===== src/rtl/cnn1d_pkg.sv =====
// Shared types and helpers for the 1D CNN datapath blocks.
// Latency: n/a (types and elaboration-time functions only).
// Backpressure: n/a.
package cnn1d_pkg;

  // Reduction applied across one pooling window.
  typedef enum logic [1:0] {
    POOL_SUM = 2'd0,
    POOL_MAX = 2'd1,
    POOL_AVG = 2'd2
  } pool_mode_t;

  // Ceiling log2, used to size window counters and sum growth; clog2(1) = 0.
  function automatic int clog2(input int value);
    int result;
    result = 0;
    for (int i = 0; i < 31; i++) begin
      if ((1 << i) < value) result = i + 1;
    end
    return result;
  endfunction

endpackage


===== src/rtl/pool1d_lane.sv =====
// One channel of pool1d: running accumulator, combine with the current sample, output mapping.
// Latency: result is combinational (acc op sample); the parent registers it when a window closes.
// Backpressure: none locally; acc only moves on beats the parent has accepted.
module pool1d_lane
  import cnn1d_pkg::*;
#(
  parameter int         DATA_WIDTH = 12,
  parameter int         POOL_SIZE  = 10,
  parameter pool_mode_t MODE       = POOL_SUM,
  parameter bit         SIGNED     = 1'b0,
  localparam int COUNTER_WIDTH = clog2(POOL_SIZE),
  localparam int ACC_WIDTH     = DATA_WIDTH + COUNTER_WIDTH,
  localparam int OUT_WIDTH     = (MODE == POOL_SUM) ? ACC_WIDTH : DATA_WIDTH
) (
  input  logic                  clk,
  input  logic                  rst,
  input  logic                  in_fire,
  input  logic                  win_close,
  input  logic [DATA_WIDTH-1:0] sample,
  output logic [OUT_WIDTH-1:0]  result
);

  if (MODE == POOL_MAX) begin : g_max
    // Identity is the smallest representable value so the first sample always wins.
    localparam logic [DATA_WIDTH-1:0] IDENT =
      SIGNED ? {1'b1, {(DATA_WIDTH-1){1'b0}}} : {DATA_WIDTH{1'b0}};

    logic [DATA_WIDTH-1:0] acc_q;
    logic [DATA_WIDTH-1:0] combined;
    logic                  take;

    assign take     = SIGNED ? ($signed(sample) > $signed(acc_q)) : (sample > acc_q);
    assign combined = take ? sample : acc_q;
    assign result   = combined;

    // Running max; reload identity on window close so the next window starts without a bubble.
    always_ff @(posedge clk) begin
      if (rst) begin
        acc_q <= IDENT;
      end else if (in_fire) begin
        acc_q <= win_close ? IDENT : combined;
      end
    end
  end else begin : g_sum
    logic [ACC_WIDTH-1:0] acc_q;
    logic [ACC_WIDTH-1:0] ext;
    logic [ACC_WIDTH-1:0] combined;

    // Extra COUNTER_WIDTH bits of headroom cover POOL_SIZE full-scale samples.
    assign ext = SIGNED ? {{COUNTER_WIDTH{sample[DATA_WIDTH-1]}}, sample}
                        : {{COUNTER_WIDTH{1'b0}}, sample};
    assign combined = acc_q + ext;

    // Running sum; cleared on window close so the closing beat's total goes only to the output.
    always_ff @(posedge clk) begin
      if (rst) begin
        acc_q <= '0;
      end else if (in_fire) begin
        acc_q <= win_close ? '0 : combined;
      end
    end

    if (MODE == POOL_AVG) begin : g_avg
      // Divide by the full window size even for short windows; POOL_SIZE is a power of two here.
      assign result = SIGNED ? DATA_WIDTH'($signed(combined) >>> COUNTER_WIDTH)
                             : DATA_WIDTH'(combined >> COUNTER_WIDTH);
    end else begin : g_full
      assign result = combined;
    end
  end

endmodule


===== src/rtl/pool1d.sv =====
// Multi-channel 1D pooling: reduces POOL_SIZE beats (fewer when pool_last_in) per channel to one result.
// Latency: 1 cycle from the window-closing input handshake to pool_valid_out.
// Backpressure: a held output stalls input (ready_in = !valid_out || ready_out); acc/count freeze.
module pool1d
  import cnn1d_pkg::*;
#(
  parameter int         DATA_WIDTH   = 12,
  parameter int         NUM_CHANNELS = 1,
  parameter int         POOL_SIZE    = 10,
  parameter pool_mode_t MODE         = POOL_SUM,
  parameter bit         SIGNED       = 1'b0,
  localparam int COUNTER_WIDTH = clog2(POOL_SIZE),
  localparam int OUT_WIDTH     = (MODE == POOL_SUM) ? DATA_WIDTH + COUNTER_WIDTH : DATA_WIDTH
) (
  input  logic                              clk,
  input  logic                              rst,
  output logic                              pool_ready_in,
  input  logic                              pool_valid_in,
  input  logic [NUM_CHANNELS*DATA_WIDTH-1:0] pool_data_in,
  input  logic                              pool_last_in,
  input  logic                              pool_ready_out,
  output logic                              pool_valid_out,
  output logic [NUM_CHANNELS*OUT_WIDTH-1:0]  pool_data_out,
  output logic                              pool_last_out
);

  if (POOL_SIZE < 2) begin : g_bad_size
    $error("pool1d: POOL_SIZE must be at least 2");
  end

  if (MODE == POOL_AVG && (POOL_SIZE & (POOL_SIZE - 1)) != 0) begin : g_bad_avg
    $error("pool1d: POOL_AVG needs a power-of-two POOL_SIZE");
  end

  localparam logic [COUNTER_WIDTH-1:0] LAST_COUNT = COUNTER_WIDTH'(POOL_SIZE - 1);

  logic [COUNTER_WIDTH-1:0]          count_q;
  logic                              in_fire;
  logic                              win_close;
  logic [NUM_CHANNELS*OUT_WIDTH-1:0] lane_result;

  // A free output slot, or one being drained this cycle, lets a new beat in.
  assign pool_ready_in = !pool_valid_out || pool_ready_out;
  assign in_fire       = pool_valid_in && pool_ready_in;
  assign win_close     = in_fire && ((count_q == LAST_COUNT) || pool_last_in);

  // Beat position within the current window; never counts past POOL_SIZE-1.
  always_ff @(posedge clk) begin
    if (rst) begin
      count_q <= '0;
    end else if (in_fire) begin
      count_q <= win_close ? '0 : count_q + COUNTER_WIDTH'(1);
    end
  end

  for (genvar c = 0; c < NUM_CHANNELS; c++) begin : g_lane
    pool1d_lane #(
      .DATA_WIDTH (DATA_WIDTH),
      .POOL_SIZE  (POOL_SIZE),
      .MODE       (MODE),
      .SIGNED     (SIGNED)
    ) u_lane (
      .clk       (clk),
      .rst       (rst),
      .in_fire   (in_fire),
      .win_close (win_close),
      .sample    (pool_data_in[c*DATA_WIDTH +: DATA_WIDTH]),
      .result    (lane_result[c*OUT_WIDTH +: OUT_WIDTH])
    );
  end

  // Output slot: load on close (even while draining the previous result), clear on drain only.
  always_ff @(posedge clk) begin
    if (rst) begin
      pool_valid_out <= 1'b0;
      pool_data_out  <= '0;
      pool_last_out  <= 1'b0;
    end else if (win_close) begin
      pool_valid_out <= 1'b1;
      pool_data_out  <= lane_result;
      pool_last_out  <= pool_last_in;
    end else if (pool_ready_out) begin
      pool_valid_out <= 1'b0;
    end
  end

endmodule


===== config.mk =====
export PLATFORM = sky130hd
export DESIGN_NAME = pool1d
export DESIGN_NICKNAME = d
export VERILOG_FILES = /design/src/rtl/cnn1d_pkg.sv /design/src/rtl/pool1d_lane.sv /design/src/rtl/pool1d.sv
export SDC_FILE = /design/constraint.sdc
export NUM_CORES = 1
export LEC_CHECK = 0
export ABC_AREA = 1
export CAP_MARGIN = 15
export CELL_PAD_IN_SITES_DETAIL_PLACEMENT = 1
export CELL_PAD_IN_SITES_GLOBAL_PLACEMENT = 1
export CORE_ASPECT_RATIO = 0.6
export CORE_MARGIN = 4
export CORE_UTILIZATION = 38
export DETAILED_ROUTE_END_ITERATION = 7
export PLACE_DENSITY_LB_ADDON = 0.15
export SLEW_MARGIN = 20
export SYNTH_ARGS = -nofsm -noshare
export SYNTH_HDL_FRONTEND = slang
export SYNTH_SLANG_ARGS = --single-unit

===== constraint.sdc =====
create_clock -name clk -period 2 [get_ports clk]
set_clock_uncertainty 0.2 [all_clocks]
set_input_delay 0.3 -clock clk [delete_from_list [all_inputs] [get_ports clk]]
set_output_delay 0.3 -clock clk [all_outputs]
set_load 0.05 [all_outputs]

==> results.toml, run 1 <==
[setup_path]
startpoint_type = "register"
critPathSlowestCell = "dfxtp_2"
path_buf_inv = 3
crit_required_ns = 2.03
path_class = "register to register"
reg2regPathDepth = 11
critPathCaptureType = "register"
crit_family = "simple AND/OR/NAND/NOR gates"
cp_num_cells = 11
crit_top_cell = "buf_4"
crit_path_max_fanout = 2
cp.arrival_ns = 2.04
crit_chain = "ha_4 > buf_4 > buf_4 > nand2_1 > nand2_2 > nand3_2 > nand2_4 > xnor2_2 > buf_4 > or2_1 > a21oi_2"
slowest_delay_ns = 0.35

[power_and_ir_drop]
irDropWorstVdd_mv = 0.322
powerDensity_nw_per_um2 = 682
power.leakage_nw = 1.53

[global_route]
antenna_found_initial = 0
grt_max_degree = 19
grt_pass1_vias = 2250
track_usage_pct = 20.4
grt_pass1_wl_um = 11300
grt.overflow.total = 0

[sta]
finalWorstSetupSlack_ns = -0.00690
min_period_ns = 2.01
tightestPinTransition_ns = 0.548
fin_crit_sh_pct = 100
setup_viol = 1
clock.fmax_mhz = 498
hold_viol = 0
maxSlewViolCount = 0
maxSlewHeadroom_pct = 63.4
rsz0062_at_grt = "true"
holdWs_ns = 0.247

[cts]
cts_root_buffer = "clkbuf_8"
cts_sinks = 38
cts_max_path_buffers = 2
htree_levels = 2
clock_latency_ns = 0.30
cts_tree = "yes"
numCtsBuffers = 5
path_clk_slew_ns = 0.08

[placed_design]
place.gp.congestion = 0.836
place_area_um2 = 2800
place_ws_ns = -0.439
port_buffers = 35
dp_hpwl_um = 5280

[detailed_routing]
drtAntennaViolNets = 0
drt_pass1_iterations = 4
wirelength_um = 7680
viasPerCell = 4.93
via_count = 2260
wl_per_cell_um = 16.8
remaining_drc_errors = 0
drt_iter0_markers = 153

[status]
run_status = "complete, but fails checks"
violations = "negative setup slack"

[synth]
synth-adder-area-share_pct = 8.78
synth_area_um2 = 2220
synthCells = 315
yosys.area.top_type_share_pct = 34.2
ys_seq_elements = 38
syn_area_per_cell_um2 = 7.05
syn_nets = 347
synth_area_leader_cell = "dfxtp_1"
synth_compound_area_share_pct = 9.57
synth_warnings = 0
synth-simple-area-share_pct = 35.6
ys_types = 32
synth_top_family_by_area = "simple AND/OR/NAND/NOR gates"
synthMuxAreaShare_pct = 0
ys_seq_area_share_pct = 34.2
synth_xor_area_share_pct = 2.76
synth_area_leaders = "dfxtp_1 34%, nand2_1 19%, ha_1 7.9%, inv_1 5.9%, a21oi_1 5.2%"

[die]
core_um2 = 5620
core.rowCount = 21
start_util_pct = 39.5
ios = 36
die_x_um = 107
die-area_um2 = 7180
die_h_um = 67.2

[finish]
drive_gt1_share_pct = 27.0
n_fill_cell = 715
antennaDiodeCount = 0
final_nets = 409
area_growth_pct = 43.9
stdcell_area_um2 = 3200

[flow_run]
maxCapViolations = 0

[worst_hold_path]
hp-class = "input port to register"
hold_path_depth = 3
==> sequential cells by signal, summed over array words and instances (netlist names) <==
register                   cells
count_q                        4
g_lane.u_lane.g_sum.acc_q     16
pool_data_out                 16
pool_last_out                  1
pool_valid_out                 1
==> cells in the mapped netlist (all sizes together) <==
master	n
a2bb2oi	1
nand2	118
fa	1
nand3b	3
ha	14
dfxtp	38
nand4	2
nor2	20
clkbuf	2
o21ai	1
xor2	5
inv	37
and2	3
nand3	24
a21oi	24
nor3	2
a22o	6
o31ai	2
xnor2	2
buf	6
a211oi	1
or2	3
==> repair_timing <==
item | CTS | global route
buffers inserted | 1 | 2
pin swaps | 2 | 14
resized for setup | 6 | 41
cloned | 0 | 0
hold buffers | 0 | 0
endpoints found under the setup margin | 13 | 23
==> cell families after synthesis <==
group | Yosys count
simple gates | 175
buf+inv | 45
flops | 38
compound gates | 35
fa+ha+maj | 15
xor+xnor | 7
==> per-stage QoR <==
| stage | instances | TNS (ns) | total power, mW | util [%] |
|---|---|---|---|---|
| 3_5_place_dp | 447 | -8.02 | 1.31 | 49.8 |
| 5_1_grt | 458 | -0.489 | 2.29 | 56.9 |
| 2_1_floorplan | 315 | 0 | 1.12 | - |
| 6_report | 458 | -0.00690 | 2.18 | 56.9 |
| 4_1_cts | 456 | -0.0137 | 2.12 | 52.6 |
| 3_3_place_gp | 447 | -7.23 | 1.30 | 49.8 |
==> tightest hold or removal path, delay by kind of cell <==
family	cells	cell delay [ns]
adder cells (fa/ha/maj)	1	0.15
AO/OA/AOI/OAI	1	0.13
buffers and inverters	1	0.14
==> power breakdown <==
group / leakage (nW) / internal [mW] / switching, mW
registers: 0.310 / 0.792 / 0.0309
logic: 1.15 / 0.235 / 0.319
clock network: 0.0683 / 0.500 / 0.303
total: 1.53 / 1.53 / 0.653
==> cells in the final DEF, fill, tap and decap left out, types with 2 or more instances in the layout <==
master | synthesis | layout
buf_4 | 0 | 40
buf_12 | 0 | 3
inv_1 | 35 | 34
dfxtp_1 | 38 | 37
dlymetal6s2s_1 | 0 | 7
nand3_1 | 23 | 22
nand4_1 | 2 | 2
a22o_1 | 6 | 6
nand3b_1 | 3 | 3
xor2_2 | 0 | 3
nand2_4 | 1 | 2
nor2_1 | 17 | 16
xor2_1 | 5 | 2
clkbuf_8 | 0 | 5
clkdlybuf4s50_1 | 0 | 12
or2_1 | 2 | 2
nor2_8 | 2 | 2
ha_1 | 14 | 4
and2_1 | 2 | 2
bufinv_16 | 0 | 2
ha_4 | 0 | 10
a21oi_1 | 23 | 17
o31ai_1 | 2 | 2
nand3_2 | 1 | 2
a21oi_2 | 1 | 7
nand2_2 | 6 | 14
nand2_1 | 111 | 102
inv_2 | 2 | 3
==> layer usage <==
metal  vias up  part of all wire (%)  GRT usage, %
met5         -                     0             0
met4         0                  0.60          4.63
met3         4                   5.4          4.30
met2        51                    44          30.3
met1      1087                    50          30.2
li1       1118                     -             -
==> path summary, 6_finish.rpt <==
path,startpoint,end,slack [ns]
worst min register to register,pool_data_out[10]$_SDFFE_PP0P_,pool_data_out[10]$_SDFFE_PP0P_,0.27
worst max-delay path,g_lane[0].u_lane.g_sum.acc_q[0]$_SDFFE_PP0P_,g_lane[0].u_lane.g_sum.acc_q[5]$_SDFFE_PP0P_,-0.007
worst max register to register,g_lane[0].u_lane.g_sum.acc_q[0]$_SDFFE_PP0P_,g_lane[0].u_lane.g_sum.acc_q[5]$_SDFFE_PP0P_,-0.007
worst min-delay path,pool_data_in[0],pool_data_out[0]$_SDFFE_PP0P_,0.25
==> layout make-up <==
type	instances	area (um2)	area share [%]
well taps	80	100	3.13
repair buffers	63	577	18.0
multi-input cells	232	1480	46.4
clock buffers	5	68.8	2.15
inverters	37	139	4.34
clock inverters	3	68.8	2.15
flip-flops and latches	38	762	23.8
Power figures use the tool's default switching activity.
==> run 2, diff against run 1 <==
--- a/config.mk
+++ b/config.mk
@@ -9,12 +9,10 @@
 export CAP_MARGIN = 15
 export CELL_PAD_IN_SITES_DETAIL_PLACEMENT = 1
 export CELL_PAD_IN_SITES_GLOBAL_PLACEMENT = 1
-export CORE_ASPECT_RATIO = 0.6
 export CORE_MARGIN = 4
 export CORE_UTILIZATION = 38
 export DETAILED_ROUTE_END_ITERATION = 7
 export PLACE_DENSITY_LB_ADDON = 0.15
-export SLEW_MARGIN = 20
 export SYNTH_ARGS = -nofsm -noshare
 export SYNTH_HDL_FRONTEND = slang
 export SYNTH_SLANG_ARGS = --single-unit
==> results.toml, run 2 (synthesis results as in run 1) <==
[setup_path]
path_buf_inv = 1
critPathCaptureType = "primary output"
crit_path_max_fanout = 2
path_class = "register to primary output"
cp.arrival_ns = 1.44
crit_family = "buffers and inverters"
crit_chain = "clkdlybuf4s50_1"
critPathSlowestCell = "clkdlybuf4s50_1"
slowest_delay_ns = 0.80
startpoint_type = "register"
crit_required_ns = 1.50

[detailed_routing]
via_count = 2185
drt_iter0_markers = 68
drt_pass1_iterations = 4
remaining_drc_errors = 0
drtAntennaViolNets = 0
viasPerCell = 4.91
wl_per_cell_um = 14.0
wirelength_um = 6230

[die]
ios = 36
die-area_um2 = 7140
start_util_pct = 39.9
core.rowCount = 27
die_x_um = 84.5
die_h_um = 84.5
core_um2 = 5570

[sta]
setup_viol = 0
hold_viol = 0
maxSlewHeadroom_pct = 67.2
maxSlewViolCount = 0
fin_setup_tns_ns = 0
min_period_ns = 1.94
fin_crit_sh_pct = 97.2
tightestPinTransition_ns = 0.490
clock.fmax_mhz = 514

[placed_design]
place_area_um2 = 2750
port_buffers = 35
dp.cells = 436
place.gp.congestion = 0.818
dp_hpwl_um = 4580

[cts]
cts_tree = "yes"
cts_sinks = 38
numCtsBuffers = 5
clock_latency_ns = 0.30
cts-hold-fix-buffers = 0
cts_root_buffer = "clkbuf_8"
path_clk_slew_ns = 0.09
htree_levels = 2
cts_max_path_buffers = 2

[global_route]
grt_max_degree = 23
grt_pass1_vias = 2339
antenna_found_initial = 0
track_usage_pct = 17.9
grt.overflow.total = 0
grt_pass1_wl_um = 10400

[flow_run]
maxCapViolations = 0

[power_and_ir_drop]
intPower_mw = 1.37
power_frac_clock_pct = 34.1
switching_power_mw = 0.620
power.leakage_nw = 1.46
p_seq_share_pct = 41.0
irDropWorstVdd_mv = 0.372
combinationalPowerShare_pct = 24.9
p_sw_share_pct = 31.1
powerDensity_nw_per_um2 = 657

[finish]
final_cells = 445
n_fill_cell = 718
area_growth_pct = 36.7
reg_top3 = "g_lane.u_lane.g_sum.acc_q: 16 flops, pool_data_out: 16 flops, count_q: 4 flops"
drive_gt1_share_pct = 24.1
stdcell_area_um2 = 3040
layout_common_cells = "104 x nand2_1, 39 x buf_4, 37 x dfxtp_1"
final_common_cell = "nand2_1"
final_nets = 404
antennaDiodeCount = 0

[status]
run_status = "finished, final reports clean"

[worst_hold_path]
hp-class = "input port to register"
==> run 2: layout make-up <==
cell class                      instances  area (um2)  area share (%)
Timing Repair Buffer                   58         515            17.0
Multi-Input combinational cell        232        1420            46.6
Sequential cell                        38         762            25.1
Clock buffer                            5        68.8            2.27
Clock inverter                          3        45.0            1.48
Inverter                               37         139            4.57
Tap cell                               72        90.1            2.97
==> run 2: through the flow <==
| step | hold WS, ns | power [mW] | worst slack (ns) | utilization (%) |
|---|---|---|---|---|
| floorplan | 0.245 | 1.12 | 0.00344 | - |
| global placement | 0.238 | 1.29 | -0.413 | 49.2 |
| detailed placement | 0.243 | 1.29 | -0.471 | 49.2 |
| CTS | 0.258 | 1.98 | 0.0102 | 51.6 |
| global route | 0.239 | 2.10 | -0.00518 | 54.5 |
| finish | 0.229 | 1.99 | 0.0561 | 54.5 |
==> run 2: worst paths after layout <==
| kind | from | endpoint | slack [ns] | cells after the start |
|---|---|---|---|---|
| max | pool_data_out[0]$_SDFFE_PP0P_ | pool_data_out[0] | 0.06 | 1 |
| min | pool_data_in[0] | pool_data_out[0]$_SDFFE_PP0P_ | 0.23 | 3 |
| max reg2reg | g_lane[0].u_lane.g_sum.acc_q[0]$_SDFFE_PP0P_ | g_lane[0].u_lane.g_sum.acc_q[8]$_SDFFE_PP0P_ | 0.13 | 10 |
| min reg2reg | pool_data_out[15]$_SDFFE_PP0P_ | pool_data_out[15]$_SDFFE_PP0P_ | 0.25 | 2 |
==> run 2: power groups by stage <==
stage / combinational, mW / sequential (mW) / clock (mW)
detailed placement: 0.463 / 0.832 / 0
finish: 0.496 / 0.818 / 0.680
floorplan: 0.225 / 0.896 / 0
global route: 0.546 / 0.824 / 0.734
CTS: 0.470 / 0.814 / 0.696
global placement: 0.456 / 0.830 / 0
==> run 2: per-layer routing <==
metal,up-vias,part of all wire [%],GRT usage (%),wire length (um)
met5,-,0,0,0
met4,0,1.6,5.32,97
met3,10,4.3,4.42,269
met2,41,48,31.7,3020
met1,1018,46,21.4,2850
li1,1116,-,-,-
==> run 2: timing repair <==
item                       4_1_cts  5_1_grt
setup buffers                    1        0
pin swaps                        3       12
resized for setup                4       28
setup endpoints to repair        9       22
